--- config.mk ---
export PLATFORM = sky130hd
export DESIGN_NAME = clock_div_multi
export DESIGN_NICKNAME = d
export VERILOG_FILES = /design/src/rtl/clock_div_multi.sv
export SDC_FILE = /design/constraint.sdc
export NUM_CORES = 1
export LEC_CHECK = 0
export ABC_AREA = 1
export CAP_MARGIN = 20
export CORE_AREA = 3 3 178 266
export DETAILED_ROUTE_END_ITERATION = 12
export DIE_AREA = 0 0 181 269
export SETUP_SLACK_MARGIN = 0.15
export SYNTH_ARGS = -nofsm -noshare
export SYNTH_HDL_FRONTEND = slang
export SYNTH_SLANG_ARGS = --single-unit
--- constraint.sdc ---
create_clock -name i_clk -period 13.7 [get_ports i_clk]
set_clock_uncertainty 0.1 [all_clocks]
set_input_delay 2.74 -clock i_clk [delete_from_list [all_inputs] [get_ports i_clk]]
set_output_delay 2.74 -clock i_clk [all_outputs]
set_load 0.01 [all_outputs]
--- src/rtl/clock_div_multi.sv ---
// Multi-channel programmable clock divider with per-channel toggle clock and rising-edge tick.
// Optional CLKDIV_SYNC_EN adds i_sync to phase-align all channels and apply pending half-periods.
module clock_div_multi #(
  parameter int NUM_CH       = 4,
  parameter int CNT_W        = 24,
  parameter int DEFAULT_HALF = 625_000,
  localparam int SEL_W       = ($clog2(NUM_CH) > 1) ? $clog2(NUM_CH) : 1
) (
  input  logic              i_clk,
  input  logic              i_reset,
  input  logic [NUM_CH-1:0] i_en,
  input  logic              i_wr_en,
  input  logic [SEL_W-1:0]  i_wr_sel,
  input  logic [CNT_W-1:0]  i_wr_half,
`ifdef CLKDIV_SYNC_EN
  input  logic              i_sync,
`endif
  output logic [NUM_CH-1:0] o_clk,
  output logic [NUM_CH-1:0] o_tick,
  output logic              o_wr_err
);

  localparam logic [CNT_W-1:0] ZERO     = {CNT_W{1'b0}};
  localparam logic [CNT_W-1:0] ONE      = {{(CNT_W-1){1'b0}}, 1'b1};
  localparam logic [CNT_W-1:0] DEF_HALF = CNT_W'(DEFAULT_HALF);

  logic [CNT_W-1:0] cnt_r      [NUM_CH];
  logic [CNT_W-1:0] half_r     [NUM_CH];
  logic [CNT_W-1:0] pend_r     [NUM_CH];
  logic             pend_vld_r [NUM_CH];
  logic             wr_ok_s;
  logic             wr_bad_s;
  logic             sync_s;

  // Write qualification: a zero half-period or out-of-range channel is rejected.
  always_comb begin
    wr_ok_s  = i_wr_en && (int'(i_wr_sel) < NUM_CH) && (i_wr_half != ZERO);
    wr_bad_s = i_wr_en && !wr_ok_s;
`ifdef CLKDIV_SYNC_EN
    sync_s   = i_sync;
`else
    sync_s   = 1'b0;
`endif
  end

  // Per-channel counters; a write landing on a terminal edge stays pending for the next one.
  always_ff @(posedge i_clk or posedge i_reset) begin
    if (i_reset) begin
      for (int c = 0; c < NUM_CH; c++) begin
        cnt_r[c]      <= ZERO;
        half_r[c]     <= DEF_HALF;
        pend_r[c]     <= DEF_HALF;
        pend_vld_r[c] <= 1'b0;
      end
      o_clk  <= {NUM_CH{1'b0}};
      o_tick <= {NUM_CH{1'b0}};
    end else begin
      for (int c = 0; c < NUM_CH; c++) begin
        if (sync_s) begin
          cnt_r[c]  <= ZERO;
          o_clk[c]  <= 1'b0;
          o_tick[c] <= 1'b0;
          if (pend_vld_r[c]) begin
            half_r[c]     <= pend_r[c];
            pend_vld_r[c] <= 1'b0;
          end
        end else if (!i_en[c]) begin
          o_tick[c] <= 1'b0;
          if (pend_vld_r[c]) begin
            half_r[c]     <= pend_r[c];
            cnt_r[c]      <= ZERO;
            pend_vld_r[c] <= 1'b0;
          end
        end else if (cnt_r[c] == half_r[c] - ONE) begin
          cnt_r[c]  <= ZERO;
          o_clk[c]  <= ~o_clk[c];
          o_tick[c] <= ~o_clk[c];
          if (pend_vld_r[c]) begin
            half_r[c]     <= pend_r[c];
            pend_vld_r[c] <= 1'b0;
          end
        end else begin
          cnt_r[c]  <= cnt_r[c] + ONE;
          o_tick[c] <= 1'b0;
        end
        if (wr_ok_s && (int'(i_wr_sel) == c)) begin
          pend_r[c]     <= i_wr_half;
          pend_vld_r[c] <= 1'b1;
        end
      end
    end
  end

  // Rejected-write flag, one cycle after the offending strobe.
  always_ff @(posedge i_clk or posedge i_reset) begin
    if (i_reset) begin
      o_wr_err <= 1'b0;
    end else begin
      o_wr_err <= wr_bad_s;
    end
  end

endmodule

==> run summary <==
number of nets still failing antenna checks after routing: 0
Worst Setup End Kind: register
diodes inserted: 0
Die Wd: 181 um
smallest setup slack after layout: 8.73 ns
Worst Path Class, Setup: in2reg
WL/cell: 16.2 um
mapped cell area: 18000 um2
vias after detailed routing: 15555
Port-buffer cells: 41
first-pass GRT wire length: 79.1 mm
number of vias per cell after detailed routing: 5.15
Post-Place Worst Slack: 8.14 ns
number of global-route vias before repair: 15040
total power divided by cell area: 156 nW/um2
number of levels the H-tree was split into: 1
area post-placement: 18700 um2
Syn Area/Cell: 7.45 um2
most frequent cell on the critical path: sky130_fd_sc_hd__nor2_1
GRT Overall Usage: 19.7%
final standard cell utilization of the core: 43.8%
number of cell rows: 95
number of primary I/O pins: 42
crit share post-route: 36.3%
die height: 269 um
sequential cell area fraction in the yosys report: 42.3%
number of buffers and inverters on the critical path: 2
number of distinct library cells after synthesis: 43
clock transition at the registers of the reported paths: 0.06 ns
peak per-stage delay on the critical path: 0.85 ns
worst path required time: 14.04 ns
core footprint: 45000 um2
reported max-cap violation count: 0
Critical Path AT: 5.31 ns
yosys warns: 0
TritonRoute pass-1 iters: 5
detailed-placement wirelength estimate: 36.2 mm
buffer levels on the longest clock path: 3
Post-CTS Repair Setup Buffers: 0
count of state elements after synthesis: 301
worst min path class: reg2reg
highest achievable clock rate: 201 MHz
unrepaired setup endpoints after global routing: false
Static Leakage: 9.35 nW
clock tree from TritonCTS: done
count of final hold-check violations: 0
antenna violations before repair: 1
max-slew headroom at the worst pin: 27.5%
post-layout net count: 2455
starting density of the core: 40.0%
Routability Congestion: 0.915
clock tree root buffer cell: sky130_fd_sc_hd__clkbuf_16
total setup violations reported at the end of the flow: 0
Post-Layout Inst Area: 19700 um2
cell family contributing the most delay on the critical path: buffers and inverters
kind of launch point of the worst setup path: input pin
Starting DRT DRC Count: 826
count of unresolved DRC violations after routing: 0
cell-by-cell trace of the critical path: clkdlybuf4s50_1 -> nor2_1 -> clkinv_1 -> nand3_1 -> xor2_1 -> nor2_1
clock latency of the later-clocked register in the worst-skew pair: 0.57 ns
GRT overflow: 0
cells after synthesis: 2416
CTS buffer count: 30
maximum number of pins on one net before global-route repair: 178
highest net fanout along the worst path: 15
master of the slowest instance on the critical path: sky130_fd_sc_hd__nor2_1
share of layout cells above drive strength 1: 8.41%
count of pins over their slew limit: 0
status: finished, final reports clean
post-CTS resize count: 0
number of fill cells: 4534
TritonCTS sink count: 301
Final min period: 4.97 ns
slew of the pin with the lowest slew margin: 1.09 ns
net count of the mapped netlist: 2457
wire length reported by the detailed router: 48.8 mm
Setup TNS: 0 ns
Die ar.: 48700 um2
Area Overhead vs Synth: 9.67%
Worst IR Drop VDD: 0.0934 mV
cts hold-fix bufs: 0
cell type report:
type                       instances  area [um2]  share of cell area [%]
clock buffer                      43         891                    4.51
inverter                         213         807                    4.09
sequential                       301        7610                    38.6
multi-input combinational       1817        9100                    46.1
clock inverter                    13         113                   0.570
tap                              582         728                    3.69
timing repair buffer              51         498                    2.52
kinds of logic (layout without fill, tap and decap cells):
kind of cell	Yosys count	count (layout)	synth area share, %
AND/OR/NAND/NOR	1410	1410	34.7
flip-flops	301	301	42.3
buffers and inverters	298	320	7.19
AO/OA/AOI/OAI	217	217	6.46
XOR/XNOR	181	181	8.80
adder cells (fa/ha/maj)	8	8	0.556
multiplexers	1	1	0.0556
final timing paths:
path                       depth (start not counted)          to  slack, ns  startpoint
min in group asynchronous                          2   cnt_r[70]       2.51     i_reset
setup / recovery                                   6   cnt_r[17]       8.73     i_en[3]
max in group asynchronous                          4    cnt_r[7]       8.90     i_reset
setup reg to reg                                  15  half_r[82]      10.24  half_r[72]
hold / removal                                     1   o_tick[3]       0.37    o_clk[3]
hold reg to reg                                    1   o_tick[3]       0.37    o_clk[3]
sequential cells by signal, indices dropped and copies added (netlist names):
signal and count:
cnt_r 96, o_tick 4, pend_vld_r 4, pend_r 96, o_wr_err 1, o_clk 4, half_r 96
cell usage after synthesis (all sizes together):
cell type  number  area share (%)
o211ai          4            0.17
nor3           22            0.61
xor2          115             5.6
o21bai          1           0.042
o31ai           1           0.042
o21ai         148             4.1
nor2          276             6.8
dfstp          64             9.3
nand2         769              17
inv           211             4.4
nand4          60             2.1
nor4b           1           0.049
xnor2          66             3.2
nor4           13            0.45
nand3         227             6.4
a21oi          22            0.63
clkinv          2           0.042
and2            3            0.10
a211oi          1           0.042
or2             5            0.17
clkbuf         43            0.90
a21boi          1           0.042
dfrtp         237              33
buf            42             1.9
nand3b         34             1.4
mux2i           1           0.056
o22ai          39             1.4
ha              8            0.56
per-stage QoR:
step	total power, mW	hold slack (ns)	cells
after floorplan	1.99	0.354	2416
after global placement	2.22	0.356	2964
after detailed placement	2.25	0.364	2964
after CTS	3.10	0.371	3020
after global routing	3.30	0.393	3020
final	3.08	0.367	3020
cells in the final DEF (no fill, tap or decap), drive strengths merged, types with 11 or more instances in the layout:
master,count
nand2,769
dfrtp,237
dfstp,64
nor3,22
clkdlybuf4s50,41
o21ai,148
nor4,13
xnor2,66
nand3b,34
nor2,276
xor2,115
a21oi,22
nand3,227
clkinv,11
inv,211
clkbuf,43
o22ai,39
nand4,60
routing by layer:
metal,routed length [um],vias up,global-route usage (%)
li1,-,7763,-
met1,21000,7403,24.3
met2,24400,283,35.6
met3,1510,104,2.08
met4,1790,2,7.46
met5,13,-,0
report_power, final:
part | switching, mW | internal, mW | leakage (nW)
clock | 0.370 | 0.472 | 0.489
combinational | 0.648 | 0.352 | 5.07
sequential | 0.178 | 1.06 | 3.79
(Power assumes the default switching activity.)
